[config.mk]
export PLATFORM = sky130hd
export DESIGN_NAME = pc_sequencer
export DESIGN_NICKNAME = d
export VERILOG_FILES = /design/src/rtl/pc_seq_pkg.sv /design/src/rtl/pc_seq_nextpc_mux.sv /design/src/rtl/pc_sequencer.sv
export SDC_FILE = /design/constraint.sdc
export NUM_CORES = 1
export LEC_CHECK = 0
export ABC_AREA = 1
export CAP_MARGIN = 20
export CELL_PAD_IN_SITES_DETAIL_PLACEMENT = 1
export CELL_PAD_IN_SITES_GLOBAL_PLACEMENT = 1
export CORE_UTILIZATION = 25
export CTS_CLUSTER_SIZE = 14
export DETAILED_ROUTE_END_ITERATION = 8
export GPL_ROUTABILITY_DRIVEN = 0
export HOLD_SLACK_MARGIN = 0.15
export PLACE_DENSITY_LB_ADDON = 0.15
export SYNTH_ARGS = -nofsm -noshare
export SYNTH_HDL_FRONTEND = slang
export SYNTH_SLANG_ARGS = --single-unit
export TNS_END_PERCENT = 5
[constraint.sdc]
create_clock -name clk -period 2.4 [get_ports clk]
set_clock_uncertainty 0.15 [all_clocks]
set_input_delay 0.36 -clock clk [delete_from_list [all_inputs] [get_ports clk]]
set_output_delay 0.36 -clock clk [all_outputs]
set_load 0.01 [all_outputs]
[src/rtl/pc_seq_pkg.sv]
// Shared types and constants for the next-PC sequencer.
// No logic here: state enum, request bundle, default vectors, PC alignment helper.
package pc_seq_pkg;

    typedef enum logic [1:0] {
        ST_BOOT  = 2'd0,
        ST_RUN   = 2'd1,
        ST_FLUSH = 2'd2,
        ST_HALT  = 2'd3
    } pc_state_e;

    // Redirect/control requests, listed in RUN priority order (highest first).
    typedef struct packed {
        logic exc;
        logic eret;
        logic halt;
        logic stall;
        logic jmp;
        logic br;
    } pc_req_t;

    localparam logic [31:0] DEF_RESET_VEC = 32'h0000_0000;
    localparam logic [31:0] DEF_EXC_VEC   = 32'h0000_0080;
    localparam logic [31:0] PC_INC        = 32'd4;

    function automatic logic [31:0] pc_align(input logic [31:0] pc);
        return {pc[31:2], 2'b00};
    endfunction

endpackage

[src/rtl/pc_seq_nextpc_mux.sv]
// Purpose: priority select of newPC and IF/ID flush strobes (eret path when PC_SEQ_EPC_EN is defined).
// Latency: purely combinational, zero cycles.
// Backpressure: none; stall simply selects the held PC.
module pc_seq_nextpc_mux
    import pc_seq_pkg::*;
#(
    parameter logic [31:0] RESET_VEC = DEF_RESET_VEC,
    parameter logic [31:0] EXC_VEC   = DEF_EXC_VEC
) (
    input  pc_state_e   state,
    input  pc_req_t     req,
    input  logic [31:0] pc_cur,
    input  logic [31:0] jmp_target,
    input  logic [31:0] br_target,
    input  logic [31:0] epc,
    output logic [31:0] new_pc,
    output logic        flush_if,
    output logic        flush_id,
    output logic        take_exc,
    output logic        take_halt
);

    logic        eret_hit;
    logic [31:0] pc_raw;

`ifdef PC_SEQ_EPC_EN
    assign eret_hit = req.eret;
`else
    // Without an EPC there is nowhere to return to; eret falls through.
    logic unused_eret;
    assign eret_hit    = 1'b0;
    assign unused_eret = req.eret;
`endif

    always_comb begin
        pc_raw    = pc_cur + PC_INC;
        flush_if  = 1'b0;
        flush_id  = 1'b0;
        take_exc  = 1'b0;
        take_halt = 1'b0;
        case (state)
            ST_BOOT: begin
                pc_raw   = RESET_VEC;
                flush_if = 1'b1;
            end
            ST_RUN: begin
                if (req.exc) begin
                    pc_raw   = EXC_VEC;
                    flush_if = 1'b1;
                    flush_id = 1'b1;
                    take_exc = 1'b1;
                end else if (eret_hit) begin
                    pc_raw   = epc;
                    flush_if = 1'b1;
                end else if (req.halt) begin
                    pc_raw    = pc_cur;
                    flush_if  = 1'b1;
                    flush_id  = 1'b1;
                    take_halt = 1'b1;
                end else if (req.stall) begin
                    // ID holds, so a concurrent jmp/br is re-presented next cycle.
                    pc_raw = pc_cur;
                end else if (req.jmp) begin
                    pc_raw   = jmp_target;
                    flush_if = 1'b1;
                end else if (req.br) begin
                    pc_raw   = br_target;
                    flush_if = 1'b1;
                end
            end
            ST_FLUSH, ST_HALT: begin
                pc_raw   = pc_cur;
                flush_if = 1'b1;
                flush_id = 1'b1;
            end
            default: begin
                pc_raw = pc_cur;
            end
        endcase
    end

    assign new_pc = pc_align(pc_raw);

endmodule

[src/rtl/pc_sequencer.sv]
// Purpose: next-PC controller with BOOT/RUN/FLUSH/HALT sequencing; EPC and eret present only with PC_SEQ_EPC_EN.
// Latency: newPC combinational, redirect visible in pc_cur one edge later; exception costs 1 RUN + FLUSH_CYCLES cycles.
// Backpressure: stall holds the PC; requests are masked while busy or halted.
module pc_sequencer
    import pc_seq_pkg::*;
#(
    parameter logic [31:0] RESET_VEC    = DEF_RESET_VEC,
    parameter logic [31:0] EXC_VEC      = DEF_EXC_VEC,
    parameter int unsigned FLUSH_CYCLES = 2
) (
    input  logic        clk,
    input  logic        reset,
    input  logic [31:0] pc_cur,
    input  logic        stall,
    input  logic        jmp,
    input  logic [31:0] jmp_target,
    input  logic        br_taken,
    input  logic [31:0] br_target,
    input  logic        exc_req,
    input  logic        eret,
    input  logic        halt_req,
    output logic [31:0] newPC,
    output logic        flush_if,
    output logic        flush_id,
    output logic [31:0] epc,
    output logic        busy,
    output logic        halted
);

    pc_state_e  state_q, state_d;
    logic [2:0] cnt_q, cnt_d;
    pc_req_t    req;
    logic       take_exc;
    logic       take_halt;

    assign req = '{exc: exc_req, eret: eret, halt: halt_req,
                   stall: stall, jmp: jmp, br: br_taken};

    pc_seq_nextpc_mux #(
        .RESET_VEC (RESET_VEC),
        .EXC_VEC   (EXC_VEC)
    ) u_mux (
        .state      (state_q),
        .req        (req),
        .pc_cur     (pc_cur),
        .jmp_target (jmp_target),
        .br_target  (br_target),
        .epc        (epc),
        .new_pc     (newPC),
        .flush_if   (flush_if),
        .flush_id   (flush_id),
        .take_exc   (take_exc),
        .take_halt  (take_halt)
    );

    always_comb begin
        state_d = state_q;
        cnt_d   = cnt_q;
        case (state_q)
            ST_BOOT: state_d = ST_RUN;
            ST_RUN: begin
                if (take_exc) begin
                    state_d = ST_FLUSH;
                    cnt_d   = 3'(FLUSH_CYCLES - 1);
                end else if (take_halt) begin
                    state_d = ST_HALT;
                end
            end
            ST_FLUSH: begin
                // Counter reaching zero marks the last FLUSH cycle.
                if (cnt_q == 3'd0) begin
                    state_d = ST_RUN;
                end else begin
                    cnt_d = cnt_q - 3'd1;
                end
            end
            ST_HALT: state_d = ST_HALT;
            default: state_d = ST_BOOT;
        endcase
    end

    always_ff @(posedge clk or posedge reset) begin
        if (reset) begin
            state_q <= ST_BOOT;
            cnt_q   <= 3'd0;
        end else begin
            state_q <= state_d;
            cnt_q   <= cnt_d;
        end
    end

`ifdef PC_SEQ_EPC_EN
    logic [31:0] epc_q, epc_d;

    always_comb begin
        epc_d = epc_q;
        if (take_exc) begin
            epc_d = pc_cur;
        end
    end

    always_ff @(posedge clk or posedge reset) begin
        if (reset) begin
            epc_q <= 32'd0;
        end else begin
            epc_q <= epc_d;
        end
    end

    assign epc = epc_q;
`else
    assign epc = 32'd0;
`endif

    assign busy   = (state_q == ST_BOOT) || (state_q == ST_FLUSH);
    assign halted = (state_q == ST_HALT);

endmodule

After elaboration in Yosys (flattened, before gate mapping)
Cells that the tools add are included.

Eq/ne operators: 7. Reductions and logical operators: 8. Add/subtract/negate cells: 2. Mux-type cells: 26.

Operators by type and width (number): 32-bit 2-to-1 mux (5); 32-bit one-hot mux with 3 select lines (1); 32-bit by 3-bit adder with 32-bit output, second input constant (1); 1-bit 2-to-1 mux (11); 2-bit one-hot mux with 4 select lines (1); 2-bit 2-to-1 mux (3); 3-bit 2-to-1 mux (2); 2-bit != test, second input constant (3); 3-bit one-hot mux with 2 select lines (1); 2-bit equality test, second input constant (2); 1-bit one-hot mux with 2 select lines (2); 3-bit logical NOT (1); 3-bit != test, second input constant (1); 3-bit AND reduction (1); 3-bit OR reduction (1); 3-bit by 1-bit subtractor with 3-bit output, second input constant (1); 2-bit by 1-bit equality test with 1-bit output, second input constant (1); 2-bit logical NOT (1); 2-bit AND reduction (1); 2-bit nonzero test (1); 2-bit OR reduction (1); 1-bit logical OR (1).

Word-level logic and storage cells: 45. Output and inout bits: 68. Register bits after elaboration: 5. Bits of input ports: 104.

Logic depth before layout (Yosys ltp)
Gate-level depths: netlist of the first run.

Depth after elaboration: 7. Depth in mapped cells: 11. Mapped depth without buffers: 11.

Hierarchy
From an unflattened synthesis of the first run, not the netlist that was laid out.

Cell total of the unflattened synthesis: 556. Area total of the unflattened synthesis: 2771.4 sq um.

By module, submodules not included: pc_seq_nextpc_mux (area an instance 2220.9 sq um, seq. area each 0.0 sq um, cells an instance 485, times used 1); pc_sequencer (area an instance 550.5 sq um, seq. area each 125.1 sq um, cells an instance 71, times used 1).

Worst setup path before layout of the first run
Ideal clock, no wire load.

Kind: register to output. Start point: reg state_q[1]. End point: out newPC[3]. Data required time: 1.890 ns. Slack: 0.512 ns. Data arrival time: 1.378 ns. Cell stages (with the launch flop): 8. Buffers on the path: 2. Cells stage by stage: dfrtp_1 > buf_6 > nor2_4 > inv_2 > nor2_4 > inv_4 > buf_6 > o31ai_1.

Cells in the longest elaborated chain, start to end: 3. Elaborated cells between the ends (all ways): 6. Classes of those cells: eq/ne (3); mux (1); reduce/logical (2).

Ends and longest elaborated chain: start: declaration (line pc_sequencer.sv:30) `pc_state_e state_q, state_d;`; start signal: assignment (line pc_sequencer.sv:87) `state_q <= state_d;`; 2-bit equality test (line pc_seq_nextpc_mux.sv:41) `case (state)`; 2-bit OR reduction; 32-bit one-hot mux with 3 select lines * (line pc_seq_nextpc_mux.sv:41); end: declaration (line pc_sequencer.sv:22) `output logic [31:0] newPC,`.

Mark *: on every way between the ends. The rest lies on a longest branch, timed or not.

Worst setup path after layout of the first run
Start point: in stall. End point: out newPC[9].

Cells in the longest elaborated chain, start to end: 4.

Ends and longest elaborated chain: start: declaration (line pc_sequencer.sv:14) `input logic stall,`; 32-bit 2-to-1 mux (line pc_seq_nextpc_mux.sv:60) `end else if (req.stall) begin`; 32-bit 2-to-1 mux (line pc_seq_nextpc_mux.sv:55) `end else if (req.halt) begin`; 32-bit 2-to-1 mux (line pc_seq_nextpc_mux.sv:47) `if (req.exc) begin`; 32-bit one-hot mux with 3 select lines (line pc_seq_nextpc_mux.sv:41).

Every way passes these cells.

==> results of run 1 <==
==> final cells by class <==
class / instances / share of cell area, %
Clock buffer: 4 / 0.9339
Inverter: 63 / 5.006
Sequential cell: 5 / 2.594
Multi-Input combinational cell: 460 / 47.91
Timing Repair Buffer: 215 / 40.03
Tap cell: 136 / 3.528
==> placed cells by master (no fill, tap or decap), types with 3 or more instances in the layout <==
| cell type | n |
|---|---|
| nor3_2 | 3 |
| buf_12 | 7 |
| clkdlybuf4s15_2 | 4 |
| nor2_1 | 50 |
| buf_6 | 4 |
| nand4_1 | 4 |
| o21ai_1 | 8 |
| clkbuf_8 | 3 |
| buf_4 | 74 |
| conb_1 | 34 |
| nand3_1 | 39 |
| xor2_1 | 4 |
| a21o_1 | 5 |
| dfrtp_1 | 5 |
| inv_1 | 53 |
| clkbuf_2 | 17 |
| buf_2 | 3 |
| nand2_2 | 19 |
| dlymetal6s2s_1 | 6 |
| dlygate4sd2_1 | 25 |
| o21ai_0 | 30 |
| nand2_4 | 4 |
| inv_2 | 8 |
| nand2_1 | 154 |
| clkdlybuf4s50_1 | 67 |
| a21oi_1 | 54 |
| clkdlybuf4s15_1 | 8 |
| nor2_2 | 19 |
| nor2_4 | 18 |
==> stage by stage <==
step                hold slack, ns  cells  cell area [µm²]  setup WS [ns]
floorplan                 -0.01148    584             2854         0.5119
global placement            0.3555    866             4551        -0.5537
detailed placement          0.3952    866             4551        -0.6084
CTS                         0.2434    882             4818        -0.1380
global route                0.2612    883             4823        -0.1208
finish                      0.2327    883             4823        0.03887
==> synth_stat cells, drive strengths merged <==
library cell,count,share of area (%)
conb,1,0.14
inv,61,8.5
o21ai,39,7.1
a211oi,1,0.28
nand4,4,0.92
xor2,4,1.3
dlygate4sd1,1,0.32
nand2,177,25
nand3b,2,0.55
a21oi,54,9.9
nor3,5,0.92
clkinv,2,0.28
a21boi,1,0.41
o31ai,1,0.28
a31o,2,0.64
o22ai,1,0.23
nor2,87,14
dfrtp,5,4.6
nand3,40,7.3
a21o,5,1.4
clkbuf,11,2.6
ha,3,1.4
buf,44,12
==> worst min path at each step <==
stage / start / endpoint / slack, ns / cells past startpoint
after global placement: cnt_q[2] / cnt_q[2] / 0.36 / 2
final: reset / state_q[1] / 0.23 / 2
after floorplan: reset / cnt_q[0] / -0.01 / 1
after detailed placement: cnt_q[2] / cnt_q[2] / 0.40 / 2
after global routing: reset / state_q[1] / 0.26 / 2
after CTS: reset / state_q[1] / 0.24 / 2
==> cells by family (layout without fill, tap and decap cells) <==
kind of cell	count (synthesis)	count (layout)
xor+xnor	4	4
buf+inv	119	282
other cells	1	34
simple gates	315	315
compound gates	104	104
fa+ha+maj	3	3
flops	5	5
==> metal layers <==
metal	global-route usage [%]	wire length (µm)
met5	0	0
met4	6.751	291
met3	1.717	537
met2	45.13	6895
met1	28.27	5891
==> critical path, stage by stage <==
cell and delay, ns:
clkdlybuf4s50_1 0.46, nor2_4 0.15, inv_2 0.08, nand2_4 0.13, inv_1 0.11, buf_4 0.14
nand2_1 0.05, nand3_1 0.08, dlygate4sd2_1 0.29
==> power breakdown <==
part | switching [mW] | total (mW) | internal [mW]
Combinational | 0.579 | 1.08 | 0.500
Clock | 0.0470 | 0.161 | 0.115
Sequential | 0.0163 | 0.132 | 0.116
Total | 0.642 | 1.37 | 0.731
==> sequential cells by signal, summed over array words and instances, names as in the netlist <==
name,cells
state_q,2
cnt_q,3
==> timing repair <==
item | 4_1_cts | 5_1_grt
gates cloned | 0 | 0
gates resized for setup | 136 | 68
setup endpoints to repair | 31 | 31
pin swaps | 13 | 13
setup buffers | 12 | 1
==> results_dict.tcl, run 1 <==
set metrics [dict create \
    finalSetupTns_ns 0 \
    report.final.hold_viol_count 0 \
    grt_use_total_pct 23.76 \
    drt-total-wl_um 13620 \
    synth_simple_gate_area_share_pct 48.85 \
    cts_max_level 1 \
    setup_viol 0 \
    ctsRootBufferMaster "clkbuf_8" \
    r2r_slack_ns 0.64 \
    ctsHoldBuffers 0 \
    synthAdderAreaFrac_pct 1.375 \
    fmax_ghz 0.4235 \
    ff2ff_path_depth 8 \
    synth-compound-area-share_pct 20.26 \
    grt_remaining_overflow 0 \
    synth_top_family_by_area "simple AND/OR/NAND/NOR gates" \
    synthToLayoutAreaGrowth_pct 76.67 \
    cp.required_ns 1.89 \
    initial_utilization_pct 26.09 \
    post_drt_via_cell_ratio 4.710 \
    drtAntennaViolNets 0 \
    avgRoutedWirePerCell_um 15.42 \
    ir_drop_mv 0.3879 \
    clk_pin_slew_ns 0.04 \
    fillers 1475 \
    numCtsBuffers 3 \
    ys_seq_area_share_pct 4.583 \
    io_buffers 130 \
    synthDistinctLibCells 34 \
    antenna_found_initial 0 \
    path_class "input pin to output pin" \
    vias 4159 \
    r2r_start "state_q[1]" \
    min_period_ns 2.361 \
    cp_max_fo 5 \
    final_max_slew_viol_count 0 \
    grt_pass1_wl_um 21820 \
    synthCells 551 \
    status "finished clean" \
    synthMuxAreaShare_pct 0 \
    clockBufferDepth 2 \
    clock_sinks 5 \
    power_leakage_nw 2.342 \
    drt_pass1_iterations 4 \
    drtIter0Drc 120 \
    synthXorXnorAreaFrac_pct 1.283 \
    crit_arrival_ns 1.85 \
    endpoint_kind "output pin" \
    design.core.area_um2 10460 \
    reg2reg_to "cnt_q[1]" \
    p_per_area_nw_per_um2 284.5 \
    syn_area_um2 2730 \
    cts_tree "done" \
    endpoint "newPC[9]" \
    start_kind "input pin" \
    row_count 37 \
    grt_max_degree 19 \
    hp-class "input pin to async pin" \
    clk_latency_ns 0.23 \
    io_pins 172 \
    n_antenna_cell 0 \
    grt_pass1_vias 4485 \
    synth-seq-cells 5 \
    die_x_um 106.5 \
    dpl.hpwl_um 10910 \
    synth.avg_cell_area_um2 4.955 \
    drc 0 \
    multi_input_area_um2 2311 \
    utilization_pct 46.10 \
    total_power_mw 1.372 \
    nNetsFinal 855 \
    finalCritPeriodShare_pct 98.38 \
    die_area_um2 11340 \
    drive_gt1_share_pct 25.57 \
    die_y_um 106.5 \
    max_cap_violations 0 \
    setup.worst_path.start "stall" \
    rsz0062_at_grt "yes" \
    register_area_um2 125.1 \
    yosys_warnings 0 \
]
No activity file was read; power rests on OpenSTA's default activity.
==> run 2: changes to the inputs <==
GPL_ROUTABILITY_DRIVEN = 1   (was 0)
==> run 2 against run 1 <==
Global-route usage is 0.45 points lower. Hold slack worse by 0.042 ns. Setup slack worse by 0.019 ns. Flip-flop and latch count stayed put. Largest cell class unchanged. Combinational power hardly changed.
==> results_dict.tcl, run 2 (synthesis results as in run 1) <==
set metrics [dict create \
    status "finished clean" \
    design.core.area_um2 10460 \
    drc 0 \
    nNetsFinal 861 \
    crit_arrival_ns 1.87 \
    synthToLayoutAreaGrowth_pct 77.77 \
    ff2ff_path_depth 8 \
    reg2reg_to "cnt_q[1]" \
    cpPeakStageDelay_ns 0.27 \
    start_kind "input pin" \
    numCtsBuffers 3 \
    n_antenna_cell 0 \
    reg.largest.list "cnt_q x3, state_q x2" \
    drt_pass1_iterations 4 \
    fin_area_um2 4853 \
    vias 4101 \
    final_common_cell "nand2_1" \
    ir_drop_mv 0.3790 \
    clk_latency_ns 0.23 \
    avgRoutedWirePerCell_um 15.32 \
    path_class "input pin to output pin" \
    die_area_um2 11340 \
    drive_gt1_share_pct 25.90 \
    row_count 37 \
    die_y_um 106.5 \
    gp_congestion 0.8832 \
    r2r_start "state_q[1]" \
    final_max_slew_viol_count 0 \
    clock_sinks 5 \
    largest_reg_flops 3 \
    cp_slowest_cell "dlygate4sd2_1" \
    drtIter0Drc 128 \
    rsz0062_at_grt "yes" \
    clockBufferDepth 2 \
    cp.required_ns 1.89 \
    cp_max_fo 3 \
    final_cell_mix "155 x nand2_1, 81 x buf_4, 69 x clkdlybuf4s50_1" \
    total_power_mw 1.373 \
    drtAntennaViolNets 0 \
    die_x_um 106.5 \
    ctsRootBufferMaster "clkbuf_8" \
    place_ws_ns -0.6805 \
    crit_chain "clkdlybuf4s15_2 > ha_4 > nand3_2 > nor2_4 > buf_4 > buf_4 > xor2_1 > o21ai_0 > a21o_1 > dlygate4sd2_1" \
    setup_viol 0 \
    power_leakage_nw 2.334 \
    grt_use_total_pct 23.32 \
    initial_utilization_pct 26.09 \
    min_period_ns 2.380 \
    r2r_slack_ns 0.68 \
    endpoint_kind "output pin" \
    p_per_area_nw_per_um2 282.8 \
    layout_setup_ws_ns 0.01963 \
    regMostFlops "cnt_q" \
    cts_tree "done" \
    io_buffers 130 \
    report.final.hold_viol_count 0 \
    grt_remaining_overflow 0 \
    place_area_um2 4588 \
    hp-class "input pin to async pin" \
    dpl.hpwl_um 11250 \
    antenna_found_initial 0 \
    finalCritPeriodShare_pct 99.18 \
    holdWs_ns 0.1906 \
    post_drt_via_cell_ratio 4.613 \
    path_common_cell "buf_4" \
    max_cap_violations 0 \
    drt-total-wl_um 13620 \
    io_pins 172 \
    cts_max_level 1 \
    grt_pass1_vias 4333 \
    grt_max_degree 19 \
    fmax_ghz 0.4201 \
    clk_pin_slew_ns 0.04 \
    grt_pass1_wl_um 21170 \
]
[run 2: cell count changes in the layout (fill, tap and decap cells not counted), sizes merged, moves of 2 or more]
cell	previous run	this run
dlymetal6s2s	6	1
clkdlybuf4s15	12	16
buf	88	92
clkdlybuf4s50	67	69
clkinv	1	3
[run 2: worst max-delay path: cells and delay by family]
family	cells	cell delay [ns]
buffers and inverters	4	0.73
and+or+nand+nor	2	0.24
AOI/OAI and AO/OA	2	0.23
adders and majority gates	1	0.17
xor gates and xnor gates	1	0.14
[run 2: power by group]
| group | total, mW | switching [mW] | internal [mW] | leakage [nW] |
|---|---|---|---|---|
| clock | 0.164 | 0.0516 | 0.112 | 0.0255 |
| sequential | 0.133 | 0.0167 | 0.116 | 0.0552 |
| combinational | 1.08 | 0.576 | 0.501 | 2.25 |
| total | 1.37 | 0.644 | 0.729 | 2.33 |
[run 2: how the worst max path moves through the flow]
stage                          start   endpoint  cells after the start
after floorplan           state_q[1]   newPC[3]                      7
final                      pc_cur[2]   newPC[8]                     10
after global placement     pc_cur[7]  newPC[29]                     12
after CTS                 pc_cur[28]  newPC[31]                     12
after detailed placement   pc_cur[3]  newPC[30]                     13
after global routing      pc_cur[19]  newPC[20]                     12
[run 2: layer usage]
layer  global-route usage (%)  vias to the layer above  share of wire (%)
li1                         -                     2082                  -
met1                    28.18                     1900                 42
met2                    46.06                      112                 53
met3                    1.042                        7                4.2
met4                    2.740                        0               0.64
met5                        0                        -                  0
[run 2: through the flow]
| stage | cells | utilization (%) | setup TNS [ns] |
|---|---|---|---|
| after floorplan | 584 | - | 0 |
| after global placement | 871 | 43.85 | -14.67 |
| after detailed placement | 871 | 43.85 | -16.07 |
| after CTS | 887 | 46.11 | -0.1228 |
| after global routing | 889 | 46.39 | -0.7051 |
| final | 889 | 46.39 | 0 |
[run 2: area by class of cell]
| type | count | area, µm² |
|---|---|---|
| fillers | 1468 | 5609 |
| well taps | 136 | 170.2 |
| multi-input cells | 460 | 2305 |
| clock buffers | 3 | 41.29 |
| clock inverters | 1 | 5.005 |
| repair buffers | 221 | 1967 |
| flip-flops and latches | 5 | 125.1 |
| inverters | 63 | 240.2 |
[run 2: what timing repair did]
action,CTS,global route
pin swaps,18,9
gates resized for setup,126,70
setup endpoints to repair,31,28
hold buffers,0,0
buffers inserted,12,2
